<file path="config.mk">
export PLATFORM = sky130hd
export DESIGN_NAME = uart_tx_flat
export DESIGN_NICKNAME = d
export VERILOG_FILES = /design/src/rtl/uart_pkg.sv /design/src/rtl/uart_tx_if.sv /design/src/rtl/uart_baud_gen.sv /design/src/rtl/uart_tx.sv /design/src/flat_wrapper.sv
export SDC_FILE = /design/constraint.sdc
export NUM_CORES = 1
export LEC_CHECK = 0
export CAP_MARGIN = 20
export CORE_AREA = 2 2 43 84
export DETAILED_ROUTE_END_ITERATION = 8
export DIE_AREA = 0 0 45 86
export MAX_ROUTING_LAYER = met4
export PLACE_DENSITY_LB_ADDON = 0.2
export SLEW_MARGIN = 20
export SYNTH_ARGS = -nofsm -noshare
export SYNTH_HDL_FRONTEND = slang
export SYNTH_SLANG_ARGS = --single-unit
</file>
<file path="constraint.sdc">
create_clock -name CLK -period 2.51 [get_ports CLK]
set_input_delay 0.502 -clock CLK [delete_from_list [all_inputs] [get_ports CLK]]
set_output_delay 0.502 -clock CLK [all_outputs]
set_load 0.05 [all_outputs]
</file>
<file path="src/rtl/uart_pkg.sv">
// Shared UART definitions: FSM states, parity modes and bit-timing helpers.
// Imported by the transmit path and the baud generator.
package uart_pkg;

  typedef enum logic [2:0] {
    IDLE,
    START,
    DATA,
    PARITY,
    STOP
  } state_t;

  localparam int PAR_NONE = 0;
  localparam int PAR_EVEN = 1;
  localparam int PAR_ODD  = 2;

  localparam int CNT_W = 16;

  function automatic int bit_cyc(
    input int sys_hz,
    input int baud
  );
    return sys_hz / baud;
  endfunction

  function automatic bit bit_cyc_ok(
    input int cyc
  );
    return (cyc >= 2) && (cyc < (1 << CNT_W));
  endfunction

endpackage

</file>
<file path="src/rtl/uart_tx_if.sv">
// Byte handshake between the host-side source and the UART transmitter.
// The source drives data_in/data_valid; the transmitter answers data_ready.
interface uart_tx_if #(
  parameter int W = 8
) ();

  logic [W-1:0] data_in;
  logic         data_valid;
  logic         data_ready;

  modport master (
    output data_in,
    output data_valid,
    input  data_ready
  );

  modport slave (
    input  data_in,
    input  data_valid,
    output data_ready
  );

endinterface

</file>
<file path="src/rtl/uart_baud_gen.sv">
// Bit-period counter with synchronous clear; ticks bit_end on the last
// cycle of each bit. Shared by the transmit and receive paths.
module uart_baud_gen
  import uart_pkg::*;
#(
  parameter int BIT_CYC = 16
) (
  input  logic CLK,
  input  logic reset_n,
  input  logic clear,
  output logic bit_end
);

  localparam logic [CNT_W-1:0] LAST = CNT_W'(BIT_CYC - 1);

  logic [CNT_W-1:0] cnt;

  assign bit_end = (cnt == LAST);

  always_ff @(posedge CLK or negedge reset_n) begin
    if (!reset_n) begin
      cnt <= '0;
    end else if (clear || bit_end) begin
      cnt <= '0;
    end else begin
      cnt <= cnt + 1'b1;
    end
  end

endmodule

</file>
<file path="src/rtl/uart_tx.sv">
// UART transmitter: frames a handshaken byte as start, LSB-first data,
// optional parity and stop bit(s) on a registered serial line.
module uart_tx
  import uart_pkg::*;
#(
  parameter int P_UART_WIDTH = 8,
  parameter int P_BAUD       = 9600,
  parameter int P_SYS_CLK_HZ = 500000000,
  parameter int P_PARITY     = 0,
  parameter int P_STOP_BITS  = 1
) (
  input  logic       CLK,
  input  logic       reset_n,
  uart_tx_if.slave   tx,
  output logic       serial_out,
  output logic       busy
);

  localparam int BIT_CYC = bit_cyc(P_SYS_CLK_HZ, P_BAUD);
  localparam int IDX_W   = 4;
  localparam logic [IDX_W-1:0] LAST_DATA = IDX_W'(P_UART_WIDTH - 1);
  localparam logic [IDX_W-1:0] LAST_STOP = IDX_W'(P_STOP_BITS - 1);
  localparam bit   HAS_PAR = (P_PARITY != PAR_NONE);
  localparam logic ODD_INV = (P_PARITY == PAR_ODD);

  if (!bit_cyc_ok(BIT_CYC)) begin : g_bad_baud
    $error("uart_tx: bit period out of range");
  end
  if (P_UART_WIDTH < 5 || P_UART_WIDTH > 9) begin : g_bad_width
    $error("uart_tx: data width must be 5..9");
  end
  if (P_PARITY < PAR_NONE || P_PARITY > PAR_ODD) begin : g_bad_par
    $error("uart_tx: parity mode must be 0..2");
  end
  if (P_STOP_BITS < 1 || P_STOP_BITS > 2) begin : g_bad_stop
    $error("uart_tx: stop bits must be 1 or 2");
  end

  state_t                  state, state_n;
  logic [P_UART_WIDTH-1:0] sh, sh_n;
  logic [IDX_W-1:0]        idx, idx_n;
  logic                    par, par_n;
  logic                    line_n;
  logic                    bit_end;
  logic                    xfer;

  assign tx.data_ready = (state == IDLE);
  assign busy          = (state != IDLE);
  assign xfer          = tx.data_valid & tx.data_ready;

  uart_baud_gen #(
    .BIT_CYC (BIT_CYC)
  ) u_baud (
    .CLK     (CLK),
    .reset_n (reset_n),
    .clear   (state == IDLE),
    .bit_end (bit_end)
  );

  always_comb begin
    state_n = state;
    sh_n    = sh;
    idx_n   = idx;
    par_n   = par;
    unique case (state)
      IDLE: begin
        if (xfer) begin
          state_n = START;
          sh_n    = tx.data_in;
          par_n   = (^tx.data_in) ^ ODD_INV;
          idx_n   = '0;
        end
      end
      START: begin
        if (bit_end) state_n = DATA;
      end
      DATA: begin
        if (bit_end) begin
          sh_n = sh >> 1;
          if (idx == LAST_DATA) begin
            idx_n   = '0;
            state_n = HAS_PAR ? PARITY : STOP;
          end else begin
            idx_n = idx + 1'b1;
          end
        end
      end
      PARITY: begin
        if (bit_end) state_n = STOP;
      end
      STOP: begin
        if (bit_end) begin
          if (idx == LAST_STOP) begin
            idx_n   = '0;
            state_n = IDLE;
          end else begin
            idx_n = idx + 1'b1;
          end
        end
      end
      default: state_n = IDLE;
    endcase
  end

  // The line level is registered from the next state so it
  // changes on the same edge that enters each bit slot.
  always_comb begin
    line_n = 1'b1;
    unique case (state_n)
      START:   line_n = 1'b0;
      DATA:    line_n = sh_n[0];
      PARITY:  line_n = par_n;
      default: line_n = 1'b1;
    endcase
  end

  always_ff @(posedge CLK or negedge reset_n) begin
    if (!reset_n) begin
      state      <= IDLE;
      sh         <= '0;
      idx        <= '0;
      par        <= 1'b0;
      serial_out <= 1'b1;
    end else begin
      state      <= state_n;
      sh         <= sh_n;
      idx        <= idx_n;
      par        <= par_n;
      serial_out <= line_n;
    end
  end

endmodule
</file>
<file path="src/flat_wrapper.sv">
// flat-port wrapper written by rule: the top's interface ports become plain ports
module uart_tx_flat import uart_pkg::*;
#(
  parameter int P_UART_WIDTH = 8,
  parameter int P_BAUD       = 9600,
  parameter int P_SYS_CLK_HZ = 500000000,
  parameter int P_PARITY     = 0,
  parameter int P_STOP_BITS  = 1
)
  (CLK, reset_n, serial_out, busy, tx_data_in, tx_data_valid, tx_data_ready);
  uart_tx_if tx_i ();
  input  logic CLK;
  input  logic reset_n;
  output logic serial_out;
  output logic busy;
  input wire logic [$bits(tx_i.data_in)-1:0] tx_data_in;
  input wire logic [$bits(tx_i.data_valid)-1:0] tx_data_valid;
  output wire logic [$bits(tx_i.data_ready)-1:0] tx_data_ready;
  assign tx_i.data_in = tx_data_in;
  assign tx_i.data_valid = tx_data_valid;
  assign tx_data_ready = tx_i.data_ready;
  uart_tx #(.P_UART_WIDTH(P_UART_WIDTH), .P_BAUD(P_BAUD), .P_SYS_CLK_HZ(P_SYS_CLK_HZ), .P_PARITY(P_PARITY), .P_STOP_BITS(P_STOP_BITS)) u_core (.CLK(CLK), .reset_n(reset_n), .tx(tx_i), .serial_out(serial_out), .busy(busy));
endmodule
</file>
[Yosys cells after proc, flatten, opt, wreduce, memory -nomap -nowiden]
Index checks and enable logic that the tools add are counted.
Storage, ports and cells
  bits of input ports: 11
  logic and storage cells: 52
  bits in registers: 33
Cells by class
  add/sub/neg operators: 2
  multiplexer cells: 21
  reductions and logical operators: 9
  eq/ne operators: 12
  bitwise gates (word level): 1
Operator list (count)
  two-way mux 3 bit: 7
  two-way mux 4 bit: 5
  adder 16 x 1 -> 16 bit, second input constant: 1
  == test 16 bit, second input constant: 1
  two-way mux 16 bit: 1
  two-way mux 8 bit: 2
  one-hot mux 8 bit (2 select lines): 1
  one-hot mux 3 bit (5 select lines): 1
  == test 3 x 2 -> 1 bit, second input constant: 4
  one-hot mux 4 bit (3 select lines): 1
  parity 8 bit: 1
  == test 3 x 1 -> 1 bit, second input constant: 2
  inequality test 2 bit, second input constant: 3
  nonzero test 3 bit: 2
  adder 4 x 1 -> 4 bit, second input constant: 1
  == test 4 x 3 -> 1 bit, second input constant: 1
  zero test 4 bit: 1
  AND reduction 4 bit: 1
  == test 3 bit, second input constant: 1
  zero test 3 bit: 1
  one-hot mux 1 bit (3 select lines): 1
  AND reduction 3 bit: 1
  two-way mux 1 bit: 2
  nonzero test 2 bit: 1
  other kinds (2): 2

[Logic depth before layout (Yosys ltp)]
Gate-level depths: netlist of the first run.
  depth in word-level cells: 6
  gate-level depth with buffers: 9

[Hierarchy]
From an unflattened synthesis of the first run, not the netlist that was laid out.
Second synthesis, totals
  cell total of the unflattened synthesis: 189
  area total of the unflattened synthesis: 1840.5 um2
Modules (own cells, without submodules)
  uart_tx: seq. area each 426.7 um2, cells each 105, instances 1, area an instance 1023.5 um2
  uart_baud_gen: seq. area each 400.4 um2, cells each 84, instances 1, area an instance 817.0 um2

[Worst setup path after synthesis of the first run]
No wires, ideal clock.
  path type: reg2reg
  start point: register u_core.state[0]
  end point: register u_core.serial_out
  setup time: 88 ps
  data arrival time: 2399 ps
  slack: 23 ps
  cell stages (with the launch flop): 10
  path buffers: 1
  cell sequence: dfrtp_1 > nor2_1 > nand2_1 > inv_1 > and2_1 > buf_2 > a21oi_4 > a221oi_4 > a21oi_1 > or3_1
Between the ends
  longest elaborated chain between the ends: 6
  elaborated cells on any way between the ends: 22
  those cells by class: eq/ne: 7; mux: 13; bitwise: 1; reduce/logical: 1
RTL lines
  start, declared: line uart_tx.sv:39  | state_t state, state_n;
  start signal, assigned: line uart_tx.sv:125  | state <= state_n;
  zero test 3 bit *: line uart_tx.sv:47  | assign tx.data_ready = (state == IDLE);
  net tx_data_ready: line flat_wrapper.sv:18  | output wire logic [$bits(tx_i.data_ready)-1:0] tx_data_ready;
  AND 1 bit: line uart_tx.sv:49  | assign xfer = tx.data_valid & tx.data_ready;
  two-way mux 3 bit: line uart_tx.sv:67  | if (xfer) begin
  one-hot mux 3 bit (5 select lines): line uart_tx.sv:65  | unique case (state)
  == test 3 x 2 -> 1 bit or == test 3 x 1 -> 1 bit (tied branches): line uart_tx.sv:109  | unique case (state_n)
  one-hot mux 1 bit (3 select lines) *: line uart_tx.sv:109
  net u_core.line_n: line uart_tx.sv:43  | logic line_n;
  end signal, assigned: line uart_tx.sv:129  | serial_out <= line_n;
  end, declared: line uart_tx.sv:15  | output logic serial_out,
Mark *: on every way through the listed nets, which the timed path passes. The rest lies on a longest branch. The select of a mux whose other input is x is not followed.
A chain may end at the register's enable or synchronous reset.

[Final worst setup path of the first run]
  start point: register u_core.u_baud.cnt[2]
  end point: register u_core.serial_out
Between the ends
  longest elaborated chain between the ends: 5
  elaborated cells on any way between the ends: 12
  those cells by class: eq/ne: 4; mux: 8
RTL lines
  start, declared: line uart_baud_gen.sv:16  | logic [CNT_W-1:0] cnt;
  start signal, assigned: line uart_baud_gen.sv:26  | cnt <= cnt + 1'b1;
  == test 16 bit *: line uart_baud_gen.sv:18  | assign bit_end = (cnt == LAST);
  two-way mux 3 bit (on tied branches)
  one-hot mux 3 bit (5 select lines): line uart_tx.sv:65
  == test 3 x 2 -> 1 bit or == test 3 x 1 -> 1 bit (tied branches): line uart_tx.sv:109
  one-hot mux 1 bit (3 select lines) *: line uart_tx.sv:109
  net u_core.line_n: line uart_tx.sv:43
Marked as above.

==> impl_metrics.env, run 1 <==
export IMPL_critPathKind="reg -> reg"
export IMPL_yosysWarningCount=0
export IMPL_ys_flop_type="dfrtp_1"
export IMPL_holdPathStages=2
export IMPL_hold_class="reg -> reg"
export IMPL_regToRegEndpoint="u_core.serial_out"
export IMPL_tns_ns=0
export IMPL_antenna_found_initial=0
export IMPL_ys_top_cells_by_area="dfrtp_1 (47%), xnor2_1 (6.7%), nand2_1 (5.7%), nor2_1 (5.7%), xor2_1 (4.6%)"
export IMPL_grt_pass1_wl_um=5940
export IMPL_arrival_ns=2.46
export IMPL_coreArea_mm2=0.003193
export IMPL_place_hpwl_um=2517
export IMPL_viasPerCell=5.665
export IMPL_die_x_um=45
export IMPL_netlist_instances=180
export IMPL_synth_commonest_cells="dfrtp_1 (32), nand2_1 (26), nor2_1 (26)"
export IMPL_synth_seq_cells=33
export IMPL_num_io_pins=14
export IMPL_wl_per_cell_um=14.83
export IMPL_finish_utilization_pct=61.83
export IMPL_initial_utilization_pct=53.37
export IMPL_ant_nets=0
export IMPL_synth_top_cell_area_share_pct=46.99
export IMPL_max_cap_viol_count=0
export IMPL_power_mw=1.021
export IMPL_grt_pass1_vias=1412
export IMPL_drc=0
export IMPL_ys_async_sr_fraction_pct=100.0
export IMPL_wirelength_um=3412
export IMPL_antenna_cells=0
export IMPL_synth_area_mm2=0.001704
export IMPL_cts_root_buf="clkbuf_8"
export IMPL_max_slew_margin_pct=66.51
export IMPL_io_buffers=13
export IMPL_syn_nets=195
export IMPL_r2r_start="u_core.u_baud.cnt[2]"
export IMPL_fmax_mhz=444.6
export IMPL_start_kind="register"
export IMPL_p_leak_nw=0.9454
export IMPL_min_to="u_core.sh[3]"
export IMPL_numPlacedInstances=222
export IMPL_fin_cells=230
export IMPL_first_pass_iters=4
export IMPL_pre_cts_slack_ns=0.2607
export IMPL_gp_congestion=0.8770
export IMPL_syn_avg_cell_area_um2=9.467
export IMPL_synth_most_common_cell="dfrtp_1"
export IMPL_vias=1303
export IMPL_grt_max_degree=34
export IMPL_fp_dieH_um=86
export IMPL_endpoint_kind="register"
export IMPL_clkTransAtPathRegs_ns=0.06
export IMPL_finalCritPeriodShare_pct=89.61
export IMPL_overflow=0
export IMPL_rsz0062_at_grt="no"
export IMPL_cts_buffers=5
export IMPL_max_slew_worst_pin_slew_ns=0.5015
export IMPL_fin_ws_ns=0.2608
export IMPL_area_growth_pct=15.86
export IMPL_setup_viol_count_final=0
export IMPL_ir_worst_vdd_mv=0.4291
export IMPL_skew_ns=0.005958
export IMPL_rows=29
export IMPL_drive_gt1_share_pct=9.548
export IMPL_yosys_cell_types_count=35
export IMPL_die_area_mm2=0.003870
export IMPL_h_tree_depth=2
export IMPL_clock_latency_ns=0.29
export IMPL_period_needed_ns=2.249
export IMPL_synth_edf_count=0
export IMPL_yosysSeqAreaShare_pct=48.53
export IMPL_finalHoldViolCount=0
export IMPL_path_max_fanout=11
export IMPL_clkSinkCount=33
export IMPL_detail_route_iter0_violations=25
export IMPL_cts_tree="done"
export IMPL_fin_nets=213
export IMPL_required_ns=2.72
export IMPL_synth_area_leader_cell="dfrtp_1"
export IMPL_ff2ff_path_depth=7
export IMPL_power_density_mw_per_mm2=517.4
export IMPL_cts_max_path_buffers=2
export IMPL_status="finished, final reports clean"
export IMPL_finalMaxSlewViolations=0
export IMPL_min_from="u_core.sh[3]"
export IMPL_post_cts_buffers=0
export IMPL_grt_use_total_pct=21.95
export IMPL_rrSetupSlack_ns=0.26
[how the worst max path moves through the flow]
stage	depth (start not counted)	slack, ns	endpoint	from
3_5_place_dp	7	0.26	u_core.serial_out	u_core.u_baud.cnt[2]
6_report	7	0.26	u_core.serial_out	u_core.u_baud.cnt[2]
2_1_floorplan	9	0.02	u_core.serial_out	u_core.state[0]
3_3_place_gp	7	0.28	u_core.serial_out	u_core.u_baud.cnt[2]
5_1_grt	7	0.09	u_core.serial_out	u_core.u_baud.cnt[12]
4_1_cts	4	0.07	tx_data_ready	u_core.state[0]
[power by group]
group / internal, mW / switching [mW]
Clock: 0.248 / 0.190
Combinational: 0.0270 / 0.0252
Sequential: 0.532 / 0
Total: 0.806 / 0.215
[through the flow]
| step | hold slack [ns] | instance area (um^2) |
|---|---|---|
| after global placement | 0.4631 | 1871 |
| final | 0.4832 | 1974 |
| after detailed placement | 0.4679 | 1871 |
| after floorplan | 0.2064 | 1704 |
| after global routing | 0.5032 | 1974 |
| after CTS | 0.4864 | 1972 |
[metal layers]
layer	global-route usage, %	vias up	wire length [um]
met5	-	-	0
met4	16.04	0	172
met3	4.632	15	109
met2	35.45	30	1866
met1	22.01	615	1263
li1	-	643	-
[layout make-up]
| cell class | instances | area, um^2 |
|---|---|---|
| Fill cell | 272 | 1219 |
| Multi-Input combinational cell | 135 | 825.8 |
| Clock inverter | 1 | 5.005 |
| Tap cell | 31 | 38.79 |
| Sequential cell | 33 | 827.0 |
| Clock buffer | 7 | 96.34 |
| Inverter | 7 | 26.28 |
| Timing Repair Buffer | 16 | 155.1 |
[sequential cells by signal, indices dropped and copies added, names as in the netlist]
register,count
u_core.sh,8
u_core.serial_out,1
u_core.state,3
u_core.idx,4
u_core.u_baud.cnt,16
u_core.par,1
[kinds of logic after synthesis]
family	count (synthesis)	synth area share (%)
buf+inv	12	3.011
simple gates	78	21.44
flops	33	48.53
xor+xnor	22	11.31
fa+ha+maj	4	2.937
compound gates	31	12.78
[critical path: stages, from the launching register on]
cell	delay, ns
dfrtp_1	0.43
or4b_1	0.55
nor4_2	0.25
buf_4	0.21
a21oi_4	0.10
a221oi_4	0.25
a21oi_1	0.08
or3_1	0.30
[repair_timing]
item                       in CTS  in global routing
hold buffers                    0                  0
resized for setup               0                  1
setup endpoints to repair       0                  1
[cells in the final DEF, fill, tap and decap left out, types with 2 or more instances in the layout]
master           count
dfrtp_1             32
nand4_1              2
and3_1               3
clkdlybuf4s50_1     12
ha_1                 4
buf_4                3
nand3_1              9
o21ai_0             10
nand2b_1             2
a22oi_1              6
a21oi_1              8
xor2_1               9
xnor2_1             13
nor2_1              26
inv_1                7
clkbuf_8             7
nand2_1             26
(Power assumes the default switching activity.)
==> run 2: changes to the inputs <==
SKIP_LAST_GASP = 1   (was not set)
==> results of run 2 <==
The final DEF is identical to that of run 1; final timing and power are the same.
==> run 3: changes to the inputs <==
CELL_PAD_IN_SITES_DETAIL_PLACEMENT = 0   (was not set)
CELL_PAD_IN_SITES_GLOBAL_PLACEMENT = 1   (was not set)
CORE_AREA = 2 2 48 94   (was 2 2 43 84)
DIE_AREA = 0 0 50 96   (was 0 0 45 86)
==> run 3 against run 2 <==
  * Routed wire length rose by 3.0%
  * Combinational power increased by 2%
  * Register-to-register slack worse by 0.02 ns
  * Sequential cell count stayed put
  * Via count is 1.4% higher
  * Clock skew is 0.0047 ns lower
  * Worst setup slack worse by 0.016 ns
  * Maximum frequency fell by 0.69%
  * Sequential power barely moved
  * Sequential share of layout area shrank 0.11 points
  * Critical path depth unchanged
  * Critical path type unchanged
  * Critical endpoint unchanged
  * Largest power group unchanged
==> impl_metrics.env, run 3 (same netlist as run 1, synthesis figures left out) <==
export IMPL_crit_chain="or4b_1 > nor4_2 > buf_4 > a21oi_4 > a221oi_4 > a21oi_1 > or3_1"
export IMPL_final_common_cell="dfrtp_1"
export IMPL_critPathMaxStageDelay_ns=0.55
export IMPL_wl_per_cell_um=14.00
export IMPL_holdBufCountCts=0
export IMPL_start_kind="register"
export IMPL_critPathKind="reg -> reg"
export IMPL_arrival_ns=2.46
export IMPL_met2WireLength_um=1986
export IMPL_antenna_cells=0
export IMPL_grt_use_total_pct=16.93
export IMPL_gp_congestion=0.7761
export IMPL_ir_worst_vdd_mv=0.3582
export IMPL_clkTransAtPathRegs_ns=0.06
export IMPL_regToRegEndpoint="u_core.serial_out"
export IMPL_required_ns=2.71
export IMPL_largest_reg_flops=16
export IMPL_fp_dieH_um=96
export IMPL_vias=1321
export IMPL_clkSinkCount=33
export IMPL_r2r_start="u_core.u_baud.cnt[2]"
export IMPL_place_hpwl_um=2638
export IMPL_holdPathStages=2
export IMPL_detail_route_iter0_violations=26
export IMPL_rows=33
export IMPL_grt_max_degree=34
export IMPL_wirelength_um=3515
export IMPL_viasPerCell=5.263
export IMPL_die_area_mm2=0.004800
export IMPL_cts_max_path_buffers=2
export IMPL_post_cts_buffers=0
export IMPL_antenna_found_initial=0
export IMPL_num_io_pins=14
export IMPL_coreArea_mm2=0.004088
export IMPL_status="finished, final reports clean"
export IMPL_max_cap_viol_count=0
export IMPL_nFillCells=373
export IMPL_hold_class="reg -> reg"
export IMPL_skew_ns=0.001271
export IMPL_finalHoldViolCount=0
export IMPL_initial_utilization_pct=41.69
export IMPL_finalMaxSlewViolations=0
export IMPL_ant_nets=0
export IMPL_fin_nets=213
export IMPL_max_slew_worst_pin_slew_ns=0.4959
export IMPL_wl_met1_um=1338
export IMPL_dr_wl_met3_um=110
export IMPL_grt_pass1_vias=1359
export IMPL_first_pass_iters=4
export IMPL_period_needed_ns=2.265
export IMPL_rrSetupSlack_ns=0.25
export IMPL_drc=0
export IMPL_cts_tree="done"
export IMPL_rsz0062_at_grt="no"
export IMPL_maxUsedRoutingLayer="met4"
export IMPL_finalCritPeriodShare_pct=90.23
export IMPL_p_leak_nw=0.9307
export IMPL_io_buffers=13
export IMPL_cts_buffers=5
export IMPL_cts_root_buf="clkbuf_8"
export IMPL_tns_ns=0
export IMPL_ff2ff_path_depth=7
export IMPL_whs_ns=0.4808
export IMPL_drive_gt1_share_pct=8.040
export IMPL_max_slew_margin_pct=66.84
export IMPL_grt_pass1_wl_um=5913
export IMPL_clock_latency_ns=0.28
export IMPL_min_from="u_core.sh[3]"
export IMPL_fmax_mhz=441.5
export IMPL_path_max_fanout=11
export IMPL_area_growth_pct=16.15
export IMPL_h_tree_depth=2
export IMPL_final_cell_mix="dfrtp_1 (32), nor2_1 (26), nand2_1 (26)"
export IMPL_top_register="u_core.u_baud.cnt"
export IMPL_overflow=0
export IMPL_endpoint_kind="register"
export IMPL_die_x_um=50
export IMPL_crit_slowest_cell="or4b_1"
export IMPL_top_regs="u_core.u_baud.cnt: 16 flops, u_core.sh: 8 flops, u_core.idx: 4 flops"
export IMPL_cts_resized=0
export IMPL_setup_viol_count_final=0
export IMPL_power_density_mw_per_mm2=485.3
export IMPL_min_to="u_core.sh[3]"
[run 3: cell count changes in the layout (fill, tap and decap cells not counted)]
cell,previous run,this run
clkinv_2,1,0
clkbuf_1,0,3
clkbuf_8,7,5
[run 3: report_power, final]
part           leakage (nW)  internal [mW]  switching (mW)
logic                 0.464         0.0270          0.0261
registers             0.427          0.532               0
clock network        0.0395          0.197           0.179
[run 3: layer usage]
| metal | up-vias | track usage, % |
|---|---|---|
| met5 | - | - |
| met4 | 0 | 8.565 |
| met3 | 9 | 4.193 |
| met2 | 24 | 30.37 |
| met1 | 644 | 16.50 |
| li1 | 644 | - |
[run 3: critical path, delay by kind of cell (launching register included)]
family,cells,cell delay [ns]
and+or+nand+nor,3,1.11
AOI/OAI and AO/OA,3,0.45
DFF,1,0.42
buffers and inverters,1,0.21
[run 3: cell type report]
type / count / area (um^2) / area share, %
Clock buffer: 8 / 80.08 / 4.046
Multi-Input combinational cell: 135 / 825.8 / 41.72
Sequential cell: 33 / 827.0 / 41.78
Inverter: 7 / 26.28 / 1.327
Tap cell: 52 / 65.06 / 3.287
Timing Repair Buffer: 16 / 155.1 / 7.838
[run 3: worst max-delay path by stage]
stage          depth (start not counted)                  start           endpoint
5_1_grt                                7   u_core.u_baud.cnt[2]  u_core.serial_out
4_1_cts                                4        u_core.state[0]      tx_data_ready
2_1_floorplan                          9        u_core.state[0]  u_core.serial_out
3_5_place_dp                           7   u_core.u_baud.cnt[2]  u_core.serial_out
6_report                               7   u_core.u_baud.cnt[2]  u_core.serial_out
3_3_place_gp                           7  u_core.u_baud.cnt[12]  u_core.serial_out
[run 3: stage by stage]
step                      total power, mW  utilization (%)  instances  worst slack [ns]  area (um^2)
after floorplan                    0.5601                -        180           0.02345         1704
after global placement             0.5953            46.40        243            0.2469         1897
after detailed placement           0.5957            46.40        243            0.2415         1897
after CTS                          0.9762            48.36        251           0.03249         1977
after global routing                1.000            48.42        251            0.1101         1979
final                              0.9605            48.42        251            0.2452         1979
==> RTL change: new RTL, config.mk and constraints of run 1 <==
One comparison of `idx` changes from == to >=.
--- a/src/rtl/uart_tx.sv
+++ b/src/rtl/uart_tx.sv
@@ -78,5 +78,5 @@
         if (bit_end) begin
           sh_n = sh >> 1;
-          if (idx == LAST_DATA) begin
+          if (idx >= LAST_DATA) begin
             idx_n   = '0;
             state_n = HAS_PAR ? PARITY : STOP;
Check against the original RTL: no difference found for any inputs over 10 cycles, from zero or initial values and one cycle with reset_n low; that may be too few to reach the edited logic, so the function may still have changed.
==> RTL change against run 1 <==
Routed wire length grew 17%; die area is the same; cell area rose by 6.7%; register-to-register slack better by 0.29 ns; utilization grew 4.2 points; global-route usage up 3.0 points; synthesized area rose by 7.1%; worst setup slack got worse by 0.17 ns; sequential cell count unchanged.
Power is not compared: it rests on default switching activity, and its combinational part moved more than twofold at a synthesized area within 25%.
==> RTL change: results (changes against run 1) <==
\begin{tabular}{lr}
\hline
Metric & Value \\
\hline
\multicolumn{2}{l}{\textbf{GRT}} \\
\quad Met1 track utilization from global routing & 22.7\% (+0.74 points) \\
\quad Number of global-route vias before repair & 1,517 (+7.4\%) \\
\quad Wire length of the first global-routing pass & 6730 µm (+13\%) \\
\multicolumn{2}{l}{\textbf{Drt}} \\
\quad DR vias/cell & 5.91 (+4.3\%) \\
\quad Sum of met2 wire segment lengths after detailed routing & 2300 µm (+23\%) \\
\quad Aggregate routed wire length & 3990 µm (+17\%) \\
\quad Total number of vias & 1,377 (+5.7\%) \\
\multicolumn{2}{l}{\textbf{Yosys}} \\
\quad Distinct cell type count after synthesis & 48 (+37\%) \\
\quad Commonest cells in the synthesized netlist & 32 x sky130\_fd\_sc\_hd\_\_dfrtp\_1, 22 x sky130\_fd\_sc\_hd\_\_nor2\_1, 20 x sky130\_fd\_sc\_hd\_\_nand2\_1 \\
\quad Mean post-synth cell area & 9.98 µm² (+5.4\%) \\
\quad Post-synthesis xor/xnor area fraction & 9.60\% (-1.7 points) \\
\quad Compound-cell area share of the yosys netlist & 10.4\% (-2.4 points) \\
\multicolumn{2}{l}{\textbf{Run status}} \\
\quad Status & finished clean \\
\multicolumn{2}{l}{\textbf{Place}} \\
\quad Placed cell areas & 1970 µm² (+5.5\%) \\
\quad Setup slack after placement & 0.395 ns (+0.134 ns) \\
\quad Post-placement cell count & 225 (+1.4\%) \\
\multicolumn{2}{l}{\textbf{Timing}} \\
\quad Skew final & 0.00775 ns (+0.00180 ns) \\
\multicolumn{2}{l}{\textbf{Setup path}} \\
\quad Critical Path Start & u\_core.state[0]\$\_DFF\_PN0\_ \\
\quad CP Capture Point & busy \\
\quad Crit-path leading delay family & buffers and inverters \\
\quad Slowest Stage Delay on Critical Path & 0.71 ns (+0.16 ns) \\
\quad Worst reg2reg path endpoint & u\_core.idx[0]\$\_DFFE\_PN0P\_ \\
\quad Startpoint of the worst-slack reg-to-reg timing path & u\_core.u\_baud.cnt[0]\$\_DFF\_PN0\_ \\
\multicolumn{2}{l}{\textbf{Cells and area}} \\
\quad Count of fill cells added during filler insertion & 274 (+0.74\%) \\
\quad Final net count & 216 (+1.4\%) \\
\hline
\end{tabular}
[RTL change: cell types whose count changed in the layout (fill, tap and decap cells not counted), moves of 4 or more]
cell / run 1 / this run
sky130_fd_sc_hd__a21oi_1: 8 / 4
sky130_fd_sc_hd__inv_1: 7 / 11
sky130_fd_sc_hd__nand2_1: 26 / 20
sky130_fd_sc_hd__nor2_1: 26 / 22
sky130_fd_sc_hd__nor3_1: 1 / 5
sky130_fd_sc_hd__o21ai_0: 10 / 4
[RTL change: power by group through the flow]
stage               Sequential (µW)  Clock (µW)  Combinational, µW
detailed placement              707           0                273
CTS                             697         607                276
global route                    710         625                302
floorplan                       689           0                195
finish                          698         598                272
global placement                701           0                259
[RTL change: worst min path at each step]
| stage | startpoint | end | slack (ns) |
|---|---|---|---|
| after floorplan | reset_n | u_core.idx[0]$_DFFE_PN0P_ | 0.21 |
| after global placement | u_core.sh[2]$_DFFE_PN0P_ | u_core.sh[2]$_DFFE_PN0P_ | 0.46 |
| after detailed placement | u_core.sh[6]$_DFFE_PN0P_ | u_core.sh[6]$_DFFE_PN0P_ | 0.47 |
| after CTS | u_core.sh[6]$_DFFE_PN0P_ | u_core.sh[6]$_DFFE_PN0P_ | 0.49 |
| after global routing | u_core.sh[6]$_DFFE_PN0P_ | u_core.sh[6]$_DFFE_PN0P_ | 0.51 |
| final | u_core.sh[2]$_DFFE_PN0P_ | u_core.sh[2]$_DFFE_PN0P_ | 0.49 |
[RTL change: final cells by class]
cell class / count / share of cell area (%)
Multi-Input combinational cell: 134 / 43.6
Sequential cell: 33 / 39.3
Timing Repair Buffer: 15 / 6.77
Clock buffer: 5 / 3.27
Clock inverter: 3 / 3.09
Inverter: 12 / 2.14
Tap cell: 31 / 1.84
